`src/rtl/load_store_unit_pkg.sv`:
```
// Shared definitions for the load/store unit: funct3 size codes, FSM states,
// the default ack timeout and the access legality rule.
package load_store_unit_pkg;

    localparam logic [2:0] Funct3B  = 3'b000;
    localparam logic [2:0] Funct3H  = 3'b001;
    localparam logic [2:0] Funct3W  = 3'b010;
    localparam logic [2:0] Funct3Bu = 3'b100;
    localparam logic [2:0] Funct3Hu = 3'b101;

    localparam int unsigned DefaultAckTimeout = 255;

    typedef enum logic [1:0] {
        StIdle = 2'd0,
        StBusy = 2'd1,
        StDone = 2'd2
    } lsu_state_e;

    // Stores accept only signed-size codes; halves and words must be naturally aligned.
    function automatic logic access_legal(input logic       is_store,
                                          input logic [2:0] funct3,
                                          input logic [1:0] addr_lo);
        logic ok;
        case (funct3)
            Funct3B:  ok = 1'b1;
            Funct3Bu: ok = !is_store;
            Funct3H:  ok = !addr_lo[0];
            Funct3Hu: ok = !is_store && !addr_lo[0];
            Funct3W:  ok = (addr_lo == 2'b00);
            default:  ok = 1'b0;
        endcase
        return ok;
    endfunction

endpackage

```
`src/rtl/lsu_align.sv`:
```
// Byte-lane logic: store byte enables and data replication, load lane
// extraction with sign/zero extension. Purely combinational.
module lsu_align
    import load_store_unit_pkg::*;
(
    input  logic [2:0]  st_funct3_i,
    input  logic [1:0]  st_addr_lo_i,
    input  logic [31:0] st_wdata_i,
    output logic [3:0]  st_be_o,
    output logic [31:0] st_wdata_o,
    input  logic [2:0]  ld_funct3_i,
    input  logic [1:0]  ld_addr_lo_i,
    input  logic [31:0] ld_word_i,
    output logic [31:0] ld_data_o
);

    logic [7:0]  byte_sel;
    logic [15:0] half_sel;

    always_comb begin
        st_be_o    = 4'b1111;
        st_wdata_o = st_wdata_i;
        case (st_funct3_i)
            Funct3B: begin
                st_be_o    = 4'b0001 << st_addr_lo_i;
                st_wdata_o = {4{st_wdata_i[7:0]}};
            end
            Funct3H: begin
                st_be_o    = st_addr_lo_i[1] ? 4'b1100 : 4'b0011;
                st_wdata_o = {2{st_wdata_i[15:0]}};
            end
            default: begin
                st_be_o    = 4'b1111;
                st_wdata_o = st_wdata_i;
            end
        endcase
    end

    always_comb begin
        byte_sel = ld_word_i[7:0];
        case (ld_addr_lo_i)
            2'd1:    byte_sel = ld_word_i[15:8];
            2'd2:    byte_sel = ld_word_i[23:16];
            2'd3:    byte_sel = ld_word_i[31:24];
            default: byte_sel = ld_word_i[7:0];
        endcase
        half_sel = ld_addr_lo_i[1] ? ld_word_i[31:16] : ld_word_i[15:0];

        case (ld_funct3_i)
            Funct3B:  ld_data_o = {{24{byte_sel[7]}}, byte_sel};
            Funct3Bu: ld_data_o = {24'h0, byte_sel};
            Funct3H:  ld_data_o = {{16{half_sel[15]}}, half_sel};
            Funct3Hu: ld_data_o = {16'h0, half_sel};
            default:  ld_data_o = ld_word_i;
        endcase
    end

endmodule

```
`src/rtl/load_store_unit.sv`:
```
// Load/store unit: accepts one memory access at a time from decode, stalls the
// pipeline while the data memory handshake is outstanding, and times out a missing ack.
module load_store_unit
    import load_store_unit_pkg::*;
#(
    parameter int unsigned ACK_TIMEOUT = DefaultAckTimeout
) (
    input  logic        clk,
    input  logic        rst,
    input  logic        mem_read,
    input  logic        mem_write,
    input  logic [2:0]  funct3,
    input  logic [31:0] addr,
    input  logic [31:0] wdata,
    output logic        stall,
    output logic [31:0] rdata,
    output logic        rdata_valid,
    output logic        access_err,
    output logic        bus_err,
    output logic        dmem_req,
    output logic        dmem_we,
    output logic [31:0] dmem_addr,
    output logic [31:0] dmem_wdata,
    output logic [3:0]  dmem_be,
    input  logic        dmem_ack,
    input  logic [31:0] dmem_rdata
);

    localparam logic [7:0] CntLast = 8'(ACK_TIMEOUT - 1);

    lsu_state_e  state_q, state_d;
    logic [7:0]  cnt_q, cnt_d;
    logic        dmem_req_q, dmem_req_d;
    logic        dmem_we_q, dmem_we_d;
    logic [31:0] dmem_addr_q, dmem_addr_d;
    logic [31:0] dmem_wdata_q, dmem_wdata_d;
    logic [3:0]  dmem_be_q, dmem_be_d;
    logic        is_load_q, is_load_d;
    logic [2:0]  funct3_q, funct3_d;
    logic [1:0]  addr_lo_q, addr_lo_d;
    logic        timeout_q, timeout_d;
    logic [31:0] rdata_q, rdata_d;

    logic [3:0]  st_be;
    logic [31:0] st_wdata;
    logic [31:0] ld_data;
    logic        legal;

    lsu_align u_align (
        .st_funct3_i  (funct3),
        .st_addr_lo_i (addr[1:0]),
        .st_wdata_i   (wdata),
        .st_be_o      (st_be),
        .st_wdata_o   (st_wdata),
        .ld_funct3_i  (funct3_q),
        .ld_addr_lo_i (addr_lo_q),
        .ld_word_i    (dmem_rdata),
        .ld_data_o    (ld_data)
    );

    assign legal = access_legal(mem_write, funct3, addr[1:0]);

    always_comb begin
        state_d      = state_q;
        cnt_d        = cnt_q;
        dmem_req_d   = dmem_req_q;
        dmem_we_d    = dmem_we_q;
        dmem_addr_d  = dmem_addr_q;
        dmem_wdata_d = dmem_wdata_q;
        dmem_be_d    = dmem_be_q;
        is_load_d    = is_load_q;
        funct3_d     = funct3_q;
        addr_lo_d    = addr_lo_q;
        timeout_d    = timeout_q;
        rdata_d      = rdata_q;
        stall        = 1'b0;
        access_err   = 1'b0;
        rdata_valid  = 1'b0;
        bus_err      = 1'b0;

        case (state_q)
            StIdle: begin
                if (mem_read || mem_write) begin
                    if ((mem_read && mem_write) || !legal) begin
                        access_err = 1'b1;
                    end else begin
                        stall        = 1'b1;
                        state_d      = StBusy;
                        cnt_d        = 8'd0;
                        timeout_d    = 1'b0;
                        dmem_req_d   = 1'b1;
                        dmem_we_d    = mem_write;
                        dmem_addr_d  = {addr[31:2], 2'b00};
                        dmem_be_d    = mem_write ? st_be : 4'b0000;
                        dmem_wdata_d = st_wdata;
                        is_load_d    = mem_read;
                        funct3_d     = funct3;
                        addr_lo_d    = addr[1:0];
                    end
                end
            end
            StBusy: begin
                stall = 1'b1;
                if (dmem_ack) begin
                    dmem_req_d = 1'b0;
                    dmem_we_d  = 1'b0;
                    if (is_load_q) begin
                        rdata_d = ld_data;
                    end
                    state_d = StDone;
                end else if (cnt_q == CntLast) begin
                    dmem_req_d = 1'b0;
                    dmem_we_d  = 1'b0;
                    timeout_d  = 1'b1;
                    state_d    = StDone;
                end else begin
                    cnt_d = cnt_q + 8'd1;
                end
            end
            StDone: begin
                rdata_valid = is_load_q && !timeout_q;
                bus_err     = timeout_q;
                state_d     = StIdle;
            end
            default: state_d = StIdle;
        endcase

        // Idle-state outputs depend on live inputs; keep them quiet while reset is held.
        if (rst) begin
            stall      = 1'b0;
            access_err = 1'b0;
        end
    end

    always_ff @(posedge clk or posedge rst) begin
        if (rst) begin
            state_q      <= StIdle;
            cnt_q        <= 8'd0;
            dmem_req_q   <= 1'b0;
            dmem_we_q    <= 1'b0;
            dmem_addr_q  <= 32'h0;
            dmem_wdata_q <= 32'h0;
            dmem_be_q    <= 4'b0000;
            is_load_q    <= 1'b0;
            funct3_q     <= 3'b000;
            addr_lo_q    <= 2'b00;
            timeout_q    <= 1'b0;
            rdata_q      <= 32'h0;
        end else begin
            state_q      <= state_d;
            cnt_q        <= cnt_d;
            dmem_req_q   <= dmem_req_d;
            dmem_we_q    <= dmem_we_d;
            dmem_addr_q  <= dmem_addr_d;
            dmem_wdata_q <= dmem_wdata_d;
            dmem_be_q    <= dmem_be_d;
            is_load_q    <= is_load_d;
            funct3_q     <= funct3_d;
            addr_lo_q    <= addr_lo_d;
            timeout_q    <= timeout_d;
            rdata_q      <= rdata_d;
        end
    end

    assign rdata      = rdata_q;
    assign dmem_req   = dmem_req_q;
    assign dmem_we    = dmem_we_q;
    assign dmem_addr  = dmem_addr_q;
    assign dmem_wdata = dmem_wdata_q;
    assign dmem_be    = dmem_be_q;

endmodule

```
`config.mk`:
```
export PLATFORM = sky130hd
export DESIGN_NAME = load_store_unit
export DESIGN_NICKNAME = d
export VERILOG_FILES = /design/src/rtl/load_store_unit_pkg.sv /design/src/rtl/lsu_align.sv /design/src/rtl/load_store_unit.sv
export SDC_FILE = /design/constraint.sdc
export NUM_CORES = 1
export LEC_CHECK = 0
export ABC_AREA = 0
export BUFFER_PORTS_ARGS = -buffer_cell sky130_fd_sc_hd__buf_2
export CAP_MARGIN = 15
export CORE_AREA = 5 5 113 115
export DETAILED_ROUTE_END_ITERATION = 8
export DIE_AREA = 0 0 118 120
export PLACE_DENSITY_LB_ADDON = 0.25
export SLEW_MARGIN = 20
export SYNTH_ARGS = -nofsm -noshare
export SYNTH_HDL_FRONTEND = slang
export SYNTH_SLANG_ARGS = --single-unit
```
`constraint.sdc`:
```
create_clock -name clk -period 4.34 [get_ports clk]
set_clock_uncertainty 0.1 [all_clocks]
set_input_delay 0 -clock clk [delete_from_list [all_inputs] [get_ports clk]]
set_output_delay 0 -clock clk [all_outputs]
set_load 0.01 [all_outputs]
```
# After elaboration in Yosys (flattened, before gate mapping)
# Index checks and enable logic that the tools add are counted.
dict set report word_totals {
  reg_bits 117
  inputBits 104
  output_inout_bits 106
  elab_cells 95
}
dict set report classes {
  add_sub_neg 1
  n_eq_ne 19
  shifts 1
  muxes 41
  bitwise_logic 1
  n_reduce_logical 20
}
# op n
set ops {}
lappend ops {{$pmux 32 s4} 1}
lappend ops {{$pmux 32 s2} 1}
lappend ops {{$mux 8} 4}
lappend ops {{$pmux 8 s3} 1}
lappend ops {{$mux 1} 19}
lappend ops {{$mux 16} 1}
lappend ops {{$pmux 8 s2} 1}
lappend ops {{$eq 3x3->1 const B} 4}
lappend ops {{$ne 2x2->1 const B} 5}
lappend ops {{$reduce_and 5->1} 2}
lappend ops {{$reduce_and 3->1} 3}
lappend ops {{$add 8x1->8 const B} 1}
lappend ops {{$eq 8x8->1 const B} 1}
lappend ops {{$mux 2} 4}
lappend ops {{$mux 4} 2}
lappend ops {{$pmux 1 s2} 4}
lappend ops {{$pmux 4 s2} 1}
lappend ops {{$eq 2x2->1 const B} 3}
lappend ops {{$eq 3x1->1 const B} 2}
lappend ops {{$logic_not 3->1} 2}
lappend ops {{$pmux 1 s5} 1}
lappend ops {{$eq 2x1->1 const B} 2}
lappend ops {{$logic_not 1->1} 4}
lappend ops {{$logic_not 2->1} 2}
lappend ops {{other kinds (9)} 12}

# Longest topological paths before layout
# Gate-level depths: netlist of the first run.
dict set report logic_depth {
  depth_word 9
  ltp_mapped 8
  mapped_depth_nobuf 7
}

# Cells and area by module
# A second synthesis of the first run with hierarchy kept.
dict set report unflattened {
  hier_cells 470
  area_unflattened_um2 5871.9
}
# module n_inst cells_each area_per_inst_um2
set modules_own_cells {}
lappend modules_own_cells {load_store_unit 1 310 4708.3}
lappend modules_own_cells {lsu_align 1 160 1163.6}

# Least setup slack after synthesis of the first run
# No wires, ideal clock.
dict set report synth_timing {
  path_kind {input to output}
  start {input port rst}
  end {output port access_err}
  arrival_time_ns 2.930
  setup_slack_ns 1.310
  stages 2
  cell_sequence {inv_1 and3_1}
}
dict set report synth_between {
  elab_chain_cells 1
}
# element line
set synth_lines {}
lappend synth_lines {{start, declared} load_store_unit.sv:9} ;# input logic rst,
lappend synth_lines {{$mux 1} load_store_unit.sv:129} ;# if (rst) begin
lappend synth_lines {{end, declared} load_store_unit.sv:18} ;# output logic access_err,
# Every way passes these cells.

# Worst setup path after layout of the first run
dict set report layout_timing {
  start {register funct3_q[0]}
  end {register rdata_q[4], in the netlist rdata[4]}
}
dict set report layout_between {
  elab_chain_cells 2
  elab_cells_between_ends 5
  cone_classes {eq/ne: 3; mux: 1; reduce/logical: 1}
}
# element line
set layout_lines {}
lappend layout_lines {{start, declared} load_store_unit.sv:39} ;# logic [2:0] funct3_q, funct3_d;
lappend layout_lines {{start signal, assigned} load_store_unit.sv:158} ;# funct3_q <= funct3_d;
lappend layout_lines {{$eq 3x3->1, or another cell as far along} lsu_align.sv:49} ;# case (ld_funct3_i)
lappend layout_lines {{$pmux 32 s4 *} lsu_align.sv:49}
lappend layout_lines {{end signal, assigned} load_store_unit.sv:161} ;# rdata_q <= rdata_d;
lappend layout_lines {{end, declared} load_store_unit.sv:42} ;# logic [31:0] rdata_q, rdata_d;
# Mark *: on every way between the ends. The rest lies on a longest branch, timed or not.
# A chain may end at the register's enable or synchronous reset.

==> results of run 1 <==
[registers in the layout, summed over array words and instances, names as in the netlist]
signal,flops
addr_lo_q,2
cnt_q,8
dmem_addr,30
dmem_be,4
dmem_req,1
dmem_wdata,32
dmem_we,1
funct3_q,3
is_load_q,1
rdata,32
state_q,2
timeout_q,1
[stage by stage]
step	total power, mW	instances
2_1_floorplan	2.66	540
3_3_place_gp	3.24	860
3_5_place_dp	3.30	860
4_1_cts	4.88	1014
5_1_grt	5.20	1014
6_report	4.91	1014
[worst max path at each step]
stage	endpoint	from	depth (start not counted)
after CTS	rdata[1]	state_q[1]	5
after detailed placement	rdata[30]	state_q[1]	4
after floorplan	addr_lo_q[0]	rst	1
final	rdata[4]	funct3_q[0]	6
after global routing	rdata[1]	state_q[1]	5
after global placement	rdata[21]	state_q[1]	3
[synth_stat cells (4+ instances only)]
cell type  number
dfrtp_1       117
nand2_1        54
a21oi_1        45
o21ai_0        43
mux2_1         40
o211ai_1       24
mux2i_1        23
nor2_1         21
clkbuf_1       18
inv_1          13
buf_2          11
mux2_2         10
o21ai_1        10
o31ai_1         9
nand3_1         7
nor3_1          7
or3_1           7
buf_6           6
a211oi_1        4
a21o_1          4
a31oi_1         4
and2_1          4
nand2b_1        4
nor2b_1         4
or2_2           4
[power by group through the flow]
stage	clock network, mW	logic [mW]	registers [mW]
3_5_place_dp	0	1.42	1.88
3_3_place_gp	0	1.39	1.85
5_1_grt	1.54	1.71	1.95
6_report	1.46	1.56	1.89
4_1_cts	1.48	1.54	1.87
2_1_floorplan	0	0.701	1.96
[cell type report]
| cell class | count | area share |
|---|---|---|
| sequential | 117 | 0.341 |
| multi-input combinational | 371 | 0.292 |
| timing repair buffer | 334 | 0.267 |
| clock buffer | 23 | 0.0580 |
| tap | 147 | 0.0214 |
| clock inverter | 9 | 0.0143 |
| inverter | 13 | 0.00626 |
[what timing repair did]
item	in CTS	in global routing
setup endpoints to repair	0	0
hold buffers	122	0
hold endpoints to repair	190	0
[cells by family (layout without fill, tap and decap cells)]
logic type	count (synthesis)	count (layout)	synth area share
compound gates	164	164	0.181
simple gates	128	128	0.111
flops	117	117	0.514
mux	73	73	0.139
buf+inv	52	379	0.0465
fa+ha+maj	3	3	0.00615
other cells	1	2	0.000658
xor+xnor	1	1	0.00154
[per-layer routing]
metal,track usage,vias up
met5,0,-
met2,0.455,312
li1,-,2571
met4,0.133,0
met3,0.0820,62
met1,0.313,2719
==> impl_metrics.toml, run 1 <==
[sta]
worst_pin_slew_ps = 942
finalSetupViolations = 0
finalMaxSlewViolations = 0
holdWs_ps = 93.4
slew_headroom = 0.369
max_freq_ghz = 0.328
worst_slack_ps = 1290
rsz0062_at_grt = "no"
finalSetupTns_ps = 0
layout_worst_path_cycle_share = 0.703
hold_violations = 0
finalCriticalPeriod_ps = 3050

[logic_synthesis]
synth_top_area_share = 0.514
ys_types = 57
syn_inst = 539
synth_ff_type = "dfrtp_1"
synth_seq_cells = 117
post_synth.cell_area_avg_sq_um = 10.6
yosysTopAreaCell = "dfrtp_1"
synth_area_sq_um = 5700
ys_seq_area_frac = 0.514
synth_area_leaders = "dfrtp_1 (51%), mux2_1 (7.9%), mux2i_1 (4.0%)"
yosysWarnings = 0
ys_async_sr_fraction = 1.00
synth_edf_count = 0

[placement]
post-place-ws_ps = 1540
gp_congestion = 0.901
portBuffers = 207
dp_hpwl_um = 11300
postPlaceCellArea_sq_um = 6750

[layout]
multi_input_area_sq_um = 2510
fin_area_sq_um = 8590
drive_gt1_frac = 0.314
area_delta_synth_final_pct = 50.7
diodes = 0
ff_latch_area_sq_um = 2930
fill_cells = 801
fin_util = 0.734
final_cell_mix = "buf_2 (207), dlygate4sd3_1 (122), dfrtp_1 (117)"
final_common_cell = "buf_2"
layout.nets = 960

[power_and_ir_drop]
power.share.clock = 0.297
vdd_drop_max_uv = 400
switching_share = 0.339
seq_power_share = 0.385
intPower_mw = 3.24
leakage_nw = 4.10
switching_power_mw = 1.67
power_density_nw_per_um2 = 572
p_comb_frac = 0.318

[drt]
dr.pass1.iters = 5
drt_iter0_markers = 554
drc = 0
top_layer_used = "met4"
wl_met2_um = 9460
wl_met3_um = 1540
wl_met1_um = 7160
viasPerCell = 5.59
postRouteAntennaNets = 0
wl_per_cell_um = 18.6
wl_um = 18900
vias = 5664

[setup_path]
cp.buffers_inverters = 2
r2r_cells = 6
max_stage_delay_ps = 680
worstPathMaxFanout = 14
cp_slowest_cell = "nor2b_1"
end_kind = "flop"
worstSetupPathType = "flop to flop"
startpoint_type = "flop"
cp.required_ps = 4530
cp_cell_sequence = "nor2b_1 > a21oi_1 > o211ai_1 > dlygate4sd3_1 > o211ai_1 > dlygate4sd3_1"
r2r_end = "rdata[4]"
r2r-start = "funct3_q[0]"
cp_top_family = "buffers and inverters"
r2r_setup_slack_ps = 1290
crit_arrival_ps = 3240

[global_route]
grt_first_pass_wirelength_um = 30800
grt_overflow = 0
grt_usage = 0.270
antenna_found_initial = 0
grt_max_degree = 87
grt_pass1_vias = 6016

[hold_path]
min_from = "funct3[0]"
holdPathStages = 2
worstHoldEndpoint = "funct3_q[0]"
holdCritPathClass = "input pin to flop"

[status]
outcome = "finished, final reports clean"

[clock_tree]
htreeDepth = 4
clk_pin_slew_ps = 50
ctsResizeCount = 0
clockRootBuffer = "clkbuf_16"
clk_path_buf_depth = 2
cts_buffers = 17
tritoncts = "built"
post_cts_buffers = 0
insertion_delay_ps = 410
cts_sinks = 117

[floorplan]
die-area_sq_um = 14200
io_pins = 210
start_util = 0.487
die_w_um = 118
fp-row-count = 40
core-area_sq_um = 11700
die_h_um = 120

[flow_run]
cap_violations = 0
No activity file was read; power rests on OpenSTA's default activity.
==> run 2: changes to the inputs <==
--- a/config.mk
+++ b/config.mk
@@ -8,9 +8,9 @@
 export ABC_AREA = 0
 export BUFFER_PORTS_ARGS = -buffer_cell sky130_fd_sc_hd__buf_2
 export CAP_MARGIN = 15
-export CORE_AREA = 5 5 113 115
+export CORE_AREA = 5 5 119 121
 export DETAILED_ROUTE_END_ITERATION = 8
-export DIE_AREA = 0 0 118 120
+export DIE_AREA = 0 0 124 126
 export PLACE_DENSITY_LB_ADDON = 0.25
 export SLEW_MARGIN = 20
 export SYNTH_ARGS = -nofsm -noshare
==> constraint.sdc (replaced) <==
create_clock -name clk -period 2.58 [get_ports clk]
set_clock_uncertainty 0.1 [all_clocks]
set_input_delay 0 -clock clk [delete_from_list [all_inputs] [get_ports clk]]
set_output_delay 0 -clock clk [all_outputs]
set_load 0.01 [all_outputs]
==> run 2 against run 1 <==
Global-route usage is 3.0 points lower. Hold slack worse by 41 ps. Power is 70% higher. Sequential share of layout area is 0.43 points lower. Critical path depth is 1 lower. Routed wire length is 2.9% lower. Die area is 10% higher. Utilization is 6.3 points lower.
==> impl_metrics.toml, run 2 (synthesized netlist as in run 1, its figures left out) <==
[floorplan]
fp-row-count = 42
die_w_um = 124
start_util = 0.439
core-area_sq_um = 13000
die-area_sq_um = 15600
die_h_um = 126
io_pins = 210

[sta]
finalCriticalPeriod_ps = 2400
rsz0062_at_grt = "no"
max_freq_ghz = 0.417
finalSetupTns_ps = 0
worst_pin_slew_ps = 642
hold_violations = 0
finalSetupViolations = 0
layout_worst_path_cycle_share = 0.929
slew_headroom = 0.572
finalMaxSlewViolations = 0

[clock_tree]
tritoncts = "built"
insertion_delay_ps = 410
cts_sinks = 117
cts_buffers = 17
htreeDepth = 4
clockRootBuffer = "clkbuf_16"
clk_pin_slew_ps = 50
clk_path_buf_depth = 2

[setup_path]
worstPathMaxFanout = 14
startpoint_type = "flop"
crit_arrival_ps = 2590
worstSetupPathType = "flop to flop"
cp_cell_sequence = "nand2b_2 > a21oi_1 > or3_1 > o221a_2 > dlygate4sd3_1"
cp_slowest_cell = "dfrtp_1"
max_stage_delay_ps = 560
end_kind = "flop"
cp.required_ps = 2770

[layout]
diodes = 0
final_common_cell = "buf_2"
area_delta_synth_final_pct = 52.7
drive_gt1_frac = 0.324
fin_util = 0.670
layout.nets = 964
final_cell_mix = "buf_2 (207), dfrtp_1 (117), dlygate4sd3_1 (117)"

[global_route]
antenna_found_initial = 0
grt_overflow = 0
grt_first_pass_wirelength_um = 29500
grt_max_degree = 118
grt_pass1_vias = 5729
grt_usage = 0.240

[power_and_ir_drop]
leakage_nw = 4.14
vdd_drop_max_uv = 516
power_density_nw_per_um2 = 959

[drt]
dr.pass1.iters = 4
drt_iter0_markers = 328
wl_um = 18300
drc = 0
vias = 5524
postRouteAntennaNets = 0
wl_per_cell_um = 17.5
viasPerCell = 5.28

[placement]
gp_congestion = 0.857
dp_hpwl_um = 11700
portBuffers = 207

[status]
outcome = "finished, final reports clean"

[flow_run]
cap_violations = 0

[hold_path]
holdCritPathClass = "input pin to flop"
[run 2: cell count changes in the layout (fill, tap and decap cells not counted), moves of 2 or more]
cell	before	now
buf_12	0	3
clkbuf_8	5	7
dlygate4sd3_1	122	117
buf_4	5	11
clkinv_2	5	2
[run 2: where the power goes]
group          total [mW]  switching, mW  leakage (nW)  internal (mW)
Clock                2.51          0.822         0.314           1.69
Sequential           3.08          0.514          1.41           2.56
Combinational        2.76           1.46          2.42           1.29
Total                8.34           2.80          4.14           5.55
[run 2: cell type report]
class | instances | area [sq um]
multi-input combinational | 371 | 2510
inverter | 13 | 52.6
tap | 176 | 220
fill | 972 | 4280
sequential | 117 | 2930
clock inverter | 7 | 116
clock buffer | 24 | 522
timing repair buffer | 338 | 2350
[run 2: worst paths after layout]
| check | startpoint | endpoint | slack, ps | depth (start not counted) |
|---|---|---|---|---|
| worst max-delay path | funct3_q[0] | rdata[5] | 180 | 5 |
| worst min-delay path | funct3[0] | funct3_q[0] | 50 | 3 |
| worst max register to register | funct3_q[0] | rdata[5] | 180 | 5 |
| worst min register to register | dmem_wdata[28] | dmem_wdata[28] | 370 | 2 |
| max in group asynchronous | rst | cnt_q[1] | 1620 | 4 |
| min in group asynchronous | rst | dmem_we | 250 | 4 |
[run 2: worst max-delay path: cells and delay by family (launching register included)]
kind                   cells  cell delay, ps
and+or+nand+nor            2             740
buffers and inverters      1             560
DFF                        1             560
AOI/OAI and AO/OA          2             320
[run 2: stage by stage]
step	instance area (sq um)	cells	power [mW]	hold slack, ps	setup slack (ps)
2_1_floorplan	5710	540	4.47	-49.3	334
3_3_place_gp	6870	896	5.51	109	581
3_5_place_dp	6870	896	5.61	117	526
4_1_cts	8680	1044	8.34	31.7	79.6
5_1_grt	8700	1046	8.85	63.0	84.5
6_report	8700	1046	8.34	52.5	183
[run 2: timing repair]
| action | CTS | global route |
|---|---|---|
| setup endpoints to repair | 0 | 4 |
| endpoints found under the hold margin | 224 | 0 |
| buffers inserted | 0 | 2 |
| hold buffers | 117 | 0 |
| gates resized for setup | 0 | 1 |
[run 2: layer usage]
layer | up-vias | routed length, um | track usage
li1 | 2588 | - | -
met1 | 2659 | 7140 | 0.283
met2 | 228 | 9290 | 0.407
met3 | 49 | 1350 | 0.0673
met4 | 0 | 575 | 0.102
met5 | - | 0 | 0
==> run 3: changes to the inputs <==
==> constraint.sdc (replaced) <==
create_clock -name clk -period 2.58 [get_ports clk]
set_clock_uncertainty 0.1 [all_clocks]
set_input_delay 0 -clock clk [delete_from_list [all_inputs] [get_ports clk]]
set_output_delay 0 -clock clk [all_outputs]
set_load 0.1 [all_outputs]
==> run 3 against run 2 <==
Hold slack improved by 30 ps. Register-to-register slack better by 130 ps. Global-route usage hardly changed. Die area stayed put. Via count fell by 0.36%.
==> impl_metrics.toml, run 3 (synthesized netlist as in run 1, its figures left out) <==
[status]
outcome = "finished, final reports clean"

[global_route]
antenna_found_initial = 0
grt_overflow = 0
grt_pass1_vias = 5807
grt_usage = 0.240
grt_first_pass_wirelength_um = 29300
grt_max_degree = 118

[setup_path]
cp.required_ps = 2830
worstSetupPathType = "flop to flop"
worstPathMaxFanout = 47
startpoint_type = "flop"
end_kind = "flop"
crit_arrival_ps = 2520

[sta]
hold_violations = 0
finalSetupViolations = 0
worst_pin_slew_ps = 902
rsz0062_at_grt = "no"
max_freq_ghz = 0.441
finalSetupTns_ps = 0
finalCriticalPeriod_ps = 2270
holdWs_ps = 82.1
layout_worst_path_cycle_share = 0.880
finalMaxSlewViolations = 0
worst_slack_ps = 310
slew_headroom = 0.395

[drt]
drt_iter0_markers = 398
wl_um = 18300
wl_per_cell_um = 17.5
drc = 0
dr.pass1.iters = 5
viasPerCell = 5.29
postRouteAntennaNets = 0
vias = 5504

[floorplan]
die_h_um = 126
die-area_sq_um = 15600
fp-row-count = 42
core-area_sq_um = 13000
die_w_um = 124
io_pins = 210
start_util = 0.439

[layout]
diodes = 0
final_common_cell = "buf_2"
layout.nets = 961
drive_gt1_frac = 0.316
area_delta_synth_final_pct = 50.7
final_cell_mix = "buf_2 (207), dfrtp_1 (117), dlygate4sd3_1 (117)"

[placement]
post-place-ws_ps = 437
gp_congestion = 0.879
dp_hpwl_um = 11600
portBuffers = 207

[clock_tree]
insertion_delay_ps = 420
tritoncts = "built"
cts_buffers = 17
post_cts_buffers = 0
clk_pin_slew_ps = 50
cts_sinks = 117
clockRootBuffer = "clkbuf_16"
htreeDepth = 4
clk_path_buf_depth = 2

[hold_path]
holdCritPathClass = "input pin to flop"

[flow_run]
cap_violations = 0
run 3: layer usage:
layer | wire [um] | GRT usage | vias to the layer above
met5 | 0 | 0 | -
met4 | 759 | 0.115 | 0
met3 | 1330 | 0.0673 | 54
met2 | 9040 | 0.396 | 241
met1 | 7140 | 0.288 | 2638
li1 | - | - | 2571
run 3: per-stage QoR:
stage                     std cells  instance area [sq um]  utilization
after global placement          895                   6860        0.528
after detailed placement        895                   6860        0.528
after CTS                      1041                   8590        0.662
after global routing           1041                   8590        0.662
final                          1041                   8590        0.662
after floorplan                 540                   5710            -
run 3: area by class of cell:
| type | instances | area [sq um] |
|---|---|---|
| Inverter | 13 | 52.6 |
| Fill cell | 997 | 4390 |
| Sequential cell | 117 | 2930 |
| Multi-Input combinational cell | 371 | 2510 |
| Timing Repair Buffer | 335 | 2310 |
| Tap cell | 176 | 220 |
| Clock buffer | 24 | 482 |
| Clock inverter | 5 | 75.1 |
run 3: path summary, 6_finish.rpt:
kind / start / endpoint / slack (ps) / cells past startpoint
worst max-delay path: state_q[0] / dmem_wdata[30] / 310 / 5
worst min-delay path: funct3[0] / funct3_q[0] / 80 / 2
worst max register to register: state_q[0] / dmem_wdata[30] / 310 / 5
worst min register to register: dmem_wdata[11] / dmem_wdata[11] / 370 / 2
max in group asynchronous: rst / addr_lo_q[1] / 1650 / 4
min in group asynchronous: rst / dmem_addr[10] / 230 / 4
run 3: what timing repair did:
item,4_1_cts,5_1_grt
hold buffers,117,0
resized for setup,0,0
endpoints found under the setup margin,0,0
hold endpoints to repair,223,0
run 3: worst max-delay path, cell delays in order, from the launching register on:
cell,delay [ps]
dfrtp_1,450
nor2_1,230
o211ai_1,210
buf_4,330
o31ai_1,300
dlygate4sd3_1,580
Power of run 3 is left out: the tool's default activity adds up to more than one toggle a clock period on the data nets, which glitch-free logic cannot reach.
